<file path="config.mk">
export PLATFORM = sky130hd
export DESIGN_NAME = keypad_priority_encoder
export DESIGN_NICKNAME = d
export VERILOG_FILES = /design/src/rtl/kpd_pkg.sv /design/src/rtl/prio_enc.sv /design/src/rtl/keypad_priority_encoder.sv
export SDC_FILE = /design/constraint.sdc
export NUM_CORES = 1
export LEC_CHECK = 0
export CAP_MARGIN = 20
export CORE_UTILIZATION = 25
export DETAILED_ROUTE_END_ITERATION = 8
export PLACE_DENSITY = 0.45
export SYNTH_ARGS = -nofsm -noshare
export SYNTH_HDL_FRONTEND = slang
export SYNTH_HIERARCHICAL = 1
export SYNTH_SLANG_ARGS = --single-unit
</file>
<file path="constraint.sdc">
create_clock -name clk -period 5.6 [get_ports clk]
set_input_delay 1.68 -clock clk [delete_from_list [all_inputs] [get_ports clk]]
set_output_delay 1.68 -clock clk [all_outputs]
set_load 0.03 [all_outputs]
</file>
<file path="src/rtl/kpd_pkg.sv">
// Shared keypad definitions: debounce FSM states and default key/code geometry.
package kpd_pkg;

  localparam int unsigned KPD_N_KEYS = 10;
  localparam int unsigned KPD_CODE_W = 4;

  typedef enum logic [1:0] {
    StIdle,
    StDebPress,
    StPressed,
    StDebRelease
  } kpd_state_e;

endpackage

</file>
<file path="src/rtl/prio_enc.sv">
// Combinational highest-index-wins priority encoder for a key vector.
module prio_enc
  import kpd_pkg::*;
#(
  parameter int unsigned N_KEYS = KPD_N_KEYS,
  parameter int unsigned CODE_W = KPD_CODE_W
) (
  input  logic [N_KEYS-1:0] i_vec,
  output logic              o_any,
  output logic [CODE_W-1:0] o_idx
);

  always_comb begin
    o_any = |i_vec;
    o_idx = '0;
    // Ascending scan so the last (highest) set bit overrides lower ones
    for (int unsigned i = 0; i < N_KEYS; i++) begin
      if (i_vec[i]) begin
        o_idx = CODE_W'(i);
      end
    end
  end

endmodule

</file>
<file path="src/rtl/keypad_priority_encoder.sv">
// Keypad front end: synchronise, debounce, priority-encode, strobe and buffer entered digits.
module keypad_priority_encoder
  import kpd_pkg::*;
#(
  parameter int unsigned N_KEYS          = KPD_N_KEYS,
  parameter int unsigned CODE_W          = KPD_CODE_W,
  parameter int unsigned DEBOUNCE_CYCLES = 16,
  parameter int unsigned DEPTH           = 4
) (
  input  logic                         clk,
  input  logic                         rst_n,
  input  logic [N_KEYS-1:0]            keys_in,
  input  logic                         enable_n,
  input  logic                         clear,
  output logic [CODE_W-1:0]            key_code,
  output logic                         key_valid,
  output logic                         key_held,
  output logic [DEPTH*CODE_W-1:0]      digits,
  output logic [$clog2(DEPTH+1)-1:0]   digit_count,
  output logic                         buf_full,
  output logic                         overflow
);

  localparam int unsigned CNT_W = $clog2(DEBOUNCE_CYCLES + 1);
  localparam int unsigned DC_W  = $clog2(DEPTH + 1);
  localparam int unsigned DW    = DEPTH * CODE_W;
  localparam logic [CNT_W-1:0] CntLast = CNT_W'(DEBOUNCE_CYCLES - 1);
  localparam logic [DC_W-1:0]  CountMax = DC_W'(DEPTH);

  logic [N_KEYS-1:0] r_sync1, r_sync2;
  kpd_state_e        r_state, w_state_next;
  logic [CNT_W-1:0]  r_cnt, w_cnt_next;
  logic [CODE_W-1:0] r_cand, w_cand_next;
  logic              r_acc, w_accept;
  logic              w_any;
  logic [CODE_W-1:0] w_idx;

  logic [CODE_W-1:0] r_key_code;
  logic              r_key_valid, r_key_held, r_overflow;
  logic [DW-1:0]     r_digits;
  logic [DC_W-1:0]   r_count;
  logic              w_full;

  prio_enc #(
    .N_KEYS(N_KEYS),
    .CODE_W(CODE_W)
  ) u_prio_enc (
    .i_vec(r_sync2),
    .o_any(w_any),
    .o_idx(w_idx)
  );

  always_ff @(posedge clk or negedge rst_n) begin
    if (!rst_n) begin
      r_sync1 <= '0;
      r_sync2 <= '0;
    end else begin
      r_sync1 <= keys_in;
      r_sync2 <= r_sync1;
    end
  end

  always_ff @(posedge clk or negedge rst_n) begin
    if (!rst_n) begin
      r_state <= StIdle;
      r_cnt   <= '0;
      r_cand  <= '0;
      r_acc   <= 1'b0;
    end else begin
      r_state <= w_state_next;
      r_cnt   <= w_cnt_next;
      r_cand  <= w_cand_next;
      r_acc   <= w_accept;
    end
  end

  always_comb begin
    w_state_next = r_state;
    w_cnt_next   = r_cnt;
    w_cand_next  = r_cand;
    w_accept     = 1'b0;
    case (r_state)
      StIdle: begin
        if (w_any && !enable_n) begin
          w_state_next = StDebPress;
          w_cand_next  = w_idx;
          w_cnt_next   = '0;
        end
      end
      StDebPress: begin
        if (!w_any || (w_idx != r_cand) || enable_n) begin
          w_state_next = StIdle;
        end else if (r_cnt == CntLast) begin
          w_state_next = StPressed;
          w_accept     = 1'b1;
        end else begin
          w_cnt_next = r_cnt + 1'b1;
        end
      end
      StPressed: begin
        if (!w_any) begin
          w_state_next = StDebRelease;
          w_cnt_next   = '0;
        end
      end
      StDebRelease: begin
        if (w_any) begin
          w_state_next = StPressed;
        end else if (r_cnt == CntLast) begin
          w_state_next = StIdle;
        end else begin
          w_cnt_next = r_cnt + 1'b1;
        end
      end
      default: w_state_next = StIdle;
    endcase
  end

  assign w_full = (r_count == CountMax);

  // Accept actions run one cycle after the FSM commits, from the registered accept strobe
  always_ff @(posedge clk or negedge rst_n) begin
    if (!rst_n) begin
      r_key_code  <= '0;
      r_key_valid <= 1'b0;
      r_key_held  <= 1'b0;
      r_overflow  <= 1'b0;
      r_digits    <= '0;
      r_count     <= '0;
    end else begin
      r_key_valid <= 1'b0;
      r_overflow  <= 1'b0;
      r_key_held  <= (r_state == StPressed) || (r_state == StDebRelease);
      if (r_acc) begin
        r_key_valid <= 1'b1;
        r_key_code  <= r_cand;
        if (clear) begin
          r_digits <= DW'(r_cand);
          r_count  <= DC_W'(1);
        end else if (w_full) begin
          r_overflow <= 1'b1;
        end else begin
          r_digits <= (r_digits << CODE_W) | DW'(r_cand);
          r_count  <= r_count + 1'b1;
        end
      end else if (clear) begin
        r_digits <= '0;
        r_count  <= '0;
      end
    end
  end

  assign key_code    = r_key_code;
  assign key_valid   = r_key_valid;
  assign key_held    = r_key_held;
  assign digits      = r_digits;
  assign digit_count = r_count;
  assign buf_full    = w_full;
  assign overflow    = r_overflow;

endmodule

</file>
* Word-level counts from Yosys, hierarchy flattened
Index checks and enable logic that the tools add are counted.
** Storage, ports and cells
- Memory bits (read-only) :: 0
- Output and inout port bits :: 27
- Memories kept :: 0
- Bits in latches :: 0
- Flip-flop bits (word level) :: 58
- Memory bits (writable) :: 0
** Operators by class
- $lt $le $gt $ge :: 0
- $mul :: 0
- Shifts and indexed selects :: 0
- Reduce and logical (&&, ||, !) cells :: 13
- Add/subtract/negate cells :: 2
- Bitwise gates (word level) :: 1
- Equal/unequal tests :: 13
- Divide/modulo/power cells :: 0
- Muxes and demuxes :: 37
** Operators by type and width (number)
- 16-bit two-way mux :: 4
- 5-bit two-way mux :: 5
- 3-bit two-way mux :: 8
- 5-bit case mux with 4 select lines :: 1
- 2-bit two-way mux :: 8
- 16-bit by 4-bit OR with 16-bit output :: 1
- 2-bit inequality test, second input constant :: 5
- 10-bit OR reduction :: 1
- 1-bit two-way mux :: 8
- 4-bit two-way mux :: 2
- 2-bit case mux with 4 select lines :: 1
- 4-bit AND reduction :: 2
- 3-bit inequality test, second input constant :: 2
- 5-bit by 1-bit adder with 5-bit output, second input constant :: 1
- 5-bit by 4-bit equality test with 1-bit output, second input constant :: 1
- 2-bit equality test, second input constant :: 2
- 4-bit inequality test :: 1
- 2-bit AND reduction :: 2
- 3-bit by 1-bit adder with 3-bit output, second input constant :: 1
- 3-bit equality test, second input constant :: 1
- 1-bit logical OR :: 3
- 2-bit by 1-bit equality test with 1-bit output, second input constant :: 1
- 1-bit zero test :: 2
- 2-bit zero test :: 1
- 2 further kinds :: 2

* Longest topological paths before layout
Gate-level depths: netlist of run 1.
- Depth after elaboration :: 14
- Gate-level depth with buffers :: 9
- Gate-level depth less buffers :: 8

* Modules after synthesis
The synthesis of run 1 kept the hierarchy.
** Modules (own cells, without submodules)
- keypad_priority_encoder :: cells an instance 162, times used 1, area an instance 2128.3 µm²
- prio_enc :: cells an instance 15, times used 1, area an instance 90.1 µm²

* Worst setup path before layout of run 1
Ideal clock, no wire load.
- Kind :: reg-to-output
- From :: reg r_count[0] (netlist: digit_count[0])
- To :: out buf_full
- Data required time :: 3.920 ns
- Path slack :: 2.899 ns
- Cell stages (with the launch flop) :: 5
- Buffers on the path :: 0
- Arrival time :: 1.021 ns
- Path through :: dfrtp_1 > inv_1 > ha_1 > nand2_1 > inv_2
** Between the ends
- Longest elaborated chain between the ends :: 1
** RTL lines
- from (decl) :: RTL line keypad_priority_encoder.sv:41 : logic [DC_W-1:0] r_count;
- from (signal assigned) :: RTL line keypad_priority_encoder.sv:144 : r_count <= r_count + 1'b1;
- 3-bit equality test :: RTL line keypad_priority_encoder.sv:119 : assign w_full = (r_count == CountMax);
- to (decl) :: RTL line keypad_priority_encoder.sv:20 : output logic buf_full,
No other way between the ends.

* Worst setup path after layout of run 1
Same ends and word-level chain as after synthesis.

==> impl_metrics.ini, run 1 <==
[status]
status = complete, no violations

[place]
portBuffers = 40
post_dp_cell_area_mm2 = 0.002715
dp_hpwl_mm = 2.608
gp_congestion = 0.7314

[layout]
design_area_mm2 = 0.002913
mostFrequentLayoutCells = 58 x dfrtp_1, 39 x clkdlybuf4s50_1, 15 x nand2_1
nets = 240
antenna_cells = 0
mostFrequentLayoutCell = dfrtp_1
drive_above_1_share_pct = 10.57
area_growth_pct = 31.30

[timing]
min_period_ns = 3.527
relSlewSlack_pct = 40.52
worst_clock_skew_ns = 0.005593
worst_slew_pin_slew_ns = 0.8889
max_freq_mhz = 283.5
setup_tns_ns = 0
hold_ws_ns = 0.3454
slew_viol_final = 0
hold_violations = 0
rsz0062_at_grt = false
min_period_over_period_pct = 62.99
setup_viol = 0

[clock_tree]
ctsResizeCount = 0
ctsHoldBuffers = 0
post-cts-setup-buffers = 0
cts_buffers = 9
clockBufferDepth = 2
clock_sinks = 58
clkTransAtPathRegs_ns = 0.06
clk_latency_ns = 0.33
cts_tree = done
root_buffer = clkbuf_8
htree_levels = 3

[global_routing]
grt_remaining_overflow = 0
grt-busiest-layer = met2
grt_antenna_before_repair = 0
met3_usage_pct = 4.344
use_met1_pct = 12.17
grt_pass1_wl_mm = 6.624
met2_usage_pct = 14.66
grt_max_degree = 59
grt_use_total_pct = 9.830
grt_pass1_vias = 1410

[floorplan]
placementRows = 34
die_x_um = 96.20
ios = 41
die_y_um = 96.20
fp.coreArea_mm2 = 0.008636
start_util_pct = 25.69
dieArea_mm2 = 0.009254

[yosys]
synth_area_mm2 = 0.002218
synthCells = 177
synth_nets = 195
synth_edf_count = 0
synth-async-reset-ratio_pct = 100.0
ys_ff_latch = 58
synth_warnings = 6
dominantRegCellSynth = dfrtp_1
syn_area_per_cell_um2 = 12.53
ys_seq_area_share_pct = 65.43
yosysUniqueCellTypes = 35

[worst_setup_path]
worstSetupPathType = flop to output port
worstPathRequired_ns = 3.92
cp_slowest_cell = clkdlybuf4s50_1
path_cells = inv_1, ha_1, nand2_1, inv_2, clkdlybuf4s50_1
crit_cells = 5
rrSetupSlack_ns = 3.06
cp_num_buf_inv = 3
reg2regPathDepth = 7
cp_max_fo = 5
end_kind = output port
critPathMaxStageDelay_ns = 0.66
r2r_end = r_cnt[2]$_DFFE_PN0P_
worstReg2RegStart = r_sync2[5]$_DFF_PN0_
crit_arrival_ns = 1.85
crit_path_start = digit_count[0]$_DFFE_PN0P_
critical-path-top-delay-family = buffers and inverters
crit_path_end = buf_full
cp-start-kind = flop

[drt]
vias_per_cell = 4.212
drt_iter0_drc = 74
drt-pass1-iter-count = 4
routed_wl_mm = 3.910
route.detailed.drc = 0
vias = 1411
wl_per_cell_um = 11.67
ant_nets = 0

[pwr]
ir_drop_uv = 159.4
power_density_mw_per_mm2 = 288.2
leakage_nw = 1.298

[worst_hold_path]
hold_class = flop to flop
hp-start = r_sync1[1]$_DFF_PN0_

[run]
cap_viol_max_count = 0
per-stage QoR:
| stage | util, % | power, mW | cells | setup WS (ns) |
|---|---|---|---|---|
| 5_1_grt | 33.73 | 0.8770 | 335 | 1.953 |
| 3_5_place_dp | 31.44 | 0.4659 | 319 | 1.945 |
| 2_1_floorplan | - | 0.4448 | 177 | 2.899 |
| 4_1_cts | 33.73 | 0.8589 | 335 | 2.053 |
| 3_3_place_gp | 31.44 | 0.4658 | 319 | 1.992 |
| 6_report | 33.73 | 0.8394 | 335 | 2.073 |
final cells by class:
cell class	instances	area (um2)
well taps	108	135.1
multi-input cells	98	669.4
fillers	858	5723
clock buffers	14	162.7
repair buffers	42	410.4
inverters	13	48.80
clock inverters	2	35.03
flip-flops and latches	58	1451
state kept, by name, indices dropped and copies added (netlist names):
name	count
key_valid	1
r_acc	1
key_held	1
key_code	4
r_state	2
overflow	1
r_cnt	5
digits	16
r_sync2	10
r_sync1	10
digit_count	3
r_cand	4
cell usage after synthesis (2+ instances only):
library cell,instances,area [um2]
a22o_1,13,113.9
nor3_2,2,20.02
nor3_1,2,10.01
o21ai_0,5,25.02
xor2_1,5,43.79
mux2_1,4,45.04
o21ai_1,8,40.04
ha_1,4,50.05
clkbuf_1,5,18.77
dfrtp_1,58,1451
buf_6,2,22.52
inv_1,12,45.04
nand2_1,15,56.30
a21oi_1,5,25.02
nand3_1,7,35.03
nor2_1,11,41.29
power by group:
| group | total [mW] | internal, mW | switching, mW |
|---|---|---|---|
| sequential | 0.430 | 0.426 | 0.00365 |
| clock | 0.382 | 0.230 | 0.153 |
| combinational | 0.0270 | 0.0113 | 0.0157 |
logic make-up (layout without fill, tap and decap cells):
logic type	after synthesis	after routing	share of synthesized area, %
AOI/OAI and AO/OA	37	37	11.62
xor gates and xnor gates	5	5	1.974
adders and majority gates	4	4	2.256
buffers and inverters	21	71	4.399
DFF	58	58	65.43
muxes	5	5	2.482
and+or+nand+nor	47	47	11.84
worst reg2reg max path, cell delays in order (launching register included):
cell and delay [ns]:
dfrtp_1 0.41, nor4_2 0.31, nand4_1 0.31, nand2_1 0.17, nor3_2 0.06, a31oi_1 0.70, nor3b_1 0.12, a311o_1 0.34
worst min-delay path by stage:
| stage | end | slack [ns] | cells past startpoint |
|---|---|---|---|
| after floorplan | r_sync2[0]$_DFF_PN0_ | 0.33 | 0 |
| after global placement | r_sync2[6]$_DFF_PN0_ | 0.34 | 0 |
| after detailed placement | r_sync2[5]$_DFF_PN0_ | 0.33 | 0 |
| after CTS | r_sync2[7]$_DFF_PN0_ | 0.35 | 0 |
| after global routing | r_sync2[0]$_DFF_PN0_ | 0.35 | 0 |
| final | r_sync2[1]$_DFF_PN0_ | 0.35 | 0 |
routing by layer:
layer  part of all wire (%)  up-vias  routed length (um)
met5                      0        -                   0
met4                    2.3        0                  89
met3                    6.7        8                 261
met2                     43       48                1693
met1                     48      656                1865
li1                       -      699                   -
No activity file was read; power rests on OpenSTA's default activity.
==> run 2: changes to the inputs <==
--- a/config.mk
+++ b/config.mk
@@ -8,7 +8,7 @@
 export CAP_MARGIN = 20
 export CORE_UTILIZATION = 25
 export DETAILED_ROUTE_END_ITERATION = 8
-export PLACE_DENSITY = 0.45
+export PLACE_DENSITY = 0.47
 export SYNTH_ARGS = -nofsm -noshare
 export SYNTH_HDL_FRONTEND = slang
 export SYNTH_HIERARCHICAL = 1
==> constraint.sdc (replaced) <==
create_clock -name clk -period 3.1 [get_ports clk]
set_input_delay 0.93 -clock clk [delete_from_list [all_inputs] [get_ports clk]]
set_output_delay 0.93 -clock clk [all_outputs]
set_load 0.03 [all_outputs]
==> impl_metrics.ini, run 2 (synthesized netlist as in run 1, its figures left out) <==
[timing]
max_freq_mhz = 365.8
worst_slew_pin_slew_ns = 0.8351
relSlewSlack_pct = 44.12
setup_viol = 0
setup_tns_ns = 0
min_period_over_period_pct = 88.17
worst_clock_skew_ns = 0.007669
slew_viol_final = 0
min_period_ns = 2.733
hold_violations = 0
rsz0062_at_grt = false

[global_routing]
grt_use_total_pct = 9.687
grt_pass1_vias = 1387
grt_antenna_before_repair = 0
grt_remaining_overflow = 0
grt_max_degree = 32
grt_pass1_wl_mm = 6.575

[clock_tree]
clockBufferDepth = 2
clk_latency_ns = 0.33
clkTransAtPathRegs_ns = 0.07
clock_sinks = 58
cts_tree = done
cts_buffers = 9
ctsResizeCount = 0
root_buffer = clkbuf_8
post-cts-setup-buffers = 0
htree_levels = 3
ctsHoldBuffers = 0

[worst_setup_path]
crit_path_start = digit_count[0]$_DFFE_PN0P_
r2r_end = r_cnt[2]$_DFFE_PN0P_
end_kind = output port
worstSetupPathType = flop to output port
cp_slowest_cell = clkdlybuf4s50_1
critical-path-top-delay-family = buffers and inverters
cp_num_buf_inv = 3
cp-start-kind = flop
reg2regPathDepth = 8
worstReg2RegStart = r_sync2[5]$_DFF_PN0_
path_cells = inv_1, ha_1, nand2_1, inv_2, clkdlybuf4s50_1
critPathMaxStageDelay_ns = 0.66
cp_max_fo = 5
crit_arrival_ns = 1.80
worstPathRequired_ns = 2.17
rrSetupSlack_ns = 0.99

[drt]
drt-pass1-iter-count = 4
wl_per_cell_um = 11.64
drt_iter0_drc = 67
route.detailed.drc = 0
routed_wl_mm = 3.911
vias = 1467
ant_nets = 0
vias_per_cell = 4.366

[layout]
area_growth_pct = 31.02
nFillCells = 885
multi_input_area_um2 = 669.4
antenna_cells = 0
drive_above_1_share_pct = 11.84
largest_reg_flops = 16
mostFrequentLayoutCells = 58 x dfrtp_1, 39 x clkdlybuf4s50_1, 15 x nand2_1
nets = 241
seq_area_mm2 = 0.001451
mostFrequentLayoutCell = dfrtp_1

[pwr]
power.internal_mw = 1.099
pwr-share-comb_pct = 3.6
leakage_nw = 1.292
seq_power_share_pct = 54.8
sw_frac_of_total_pct = 22.43
ir_drop_uv = 292.3
pwr-share-clk_pct = 41.6
power_density_mw_per_mm2 = 487.6
p_switching_mw = 0.3179
fin_total_pwr_mw = 1.417

[place]
gp_congestion = 0.7511
dp_hpwl_mm = 2.751
portBuffers = 40

[floorplan]
die_x_um = 96.20
fp.coreArea_mm2 = 0.008636
die_y_um = 96.20
placementRows = 34
start_util_pct = 25.69
ios = 41
dieArea_mm2 = 0.009254

[status]
status = complete, no violations

[run]
cap_viol_max_count = 0

[worst_hold_path]
hold_class = flop to flop
hp-start = r_sync1[3]$_DFF_PN0_
min_path_cells = 0
holdPathEnd = r_sync2[3]$_DFF_PN0_
run 2: cell count changes in the layout (fill, tap and decap cells not counted), sizes merged:
cell      previous run  this run
clkbuf              14        11
clkinv               1         3
clkinvlp             0         2
buf                  3         4
bufinv               1         0
run 2: cell type report:
type	count	area share [%]
Clock buffer	11	4.864
Timing Repair Buffer	43	14.81
Tap cell	108	4.649
Inverter	13	1.679
Multi-Input combinational cell	98	23.03
Sequential cell	58	49.94
Clock inverter	5	1.033
run 2: how the worst max path moves through the flow:
stage	cells after the start	endpoint	slack (ns)
4_1_cts	5	buf_full	0.33
6_report	5	buf_full	0.37
3_3_place_gp	4	digits[13]$_DFFE_PN0P_	0.56
2_1_floorplan	4	buf_full	1.15
5_1_grt	5	buf_full	0.24
3_5_place_dp	4	digit_count[1]$_DFFE_PN0P_	0.54
run 2: metal layers:
metal | part of all wire [%] | global-route usage [%] | vias to the layer above | wire, um
li1 | - | - | 703 | -
met1 | 48 | 12.20 | 706 | 1879
met2 | 43 | 14.07 | 50 | 1691
met3 | 7.0 | 4.186 | 8 | 275
met4 | 1.7 | 4.851 | 0 | 65
met5 | 0 | 0 | - | 0
run 2: power by group through the flow:
stage | combinational, mW | clock [mW] | sequential (mW)
3_3_place_gp | 0.0522 | 0 | 0.791
3_5_place_dp | 0.0530 | 0 | 0.791
6_report | 0.0510 | 0.590 | 0.777
2_1_floorplan | 0.0140 | 0 | 0.790
5_1_grt | 0.0591 | 0.661 | 0.777
4_1_cts | 0.0532 | 0.626 | 0.777
run 2: per-stage QoR:
| step | utilization [%] | setup slack [ns] | hold WS, ns | instances | instance area (um2) |
|---|---|---|---|---|---|
| floorplan | - | 1.149 | 0.3312 | 177 | 2218 |
| global route | 33.66 | 0.2371 | 0.3508 | 336 | 2907 |
| detailed placement | 31.67 | 0.5442 | 0.3355 | 320 | 2735 |
| finish | 33.66 | 0.3666 | 0.3443 | 336 | 2907 |
| global placement | 31.67 | 0.5636 | 0.3357 | 320 | 2735 |
| CTS | 33.66 | 0.3274 | 0.3447 | 336 | 2907 |
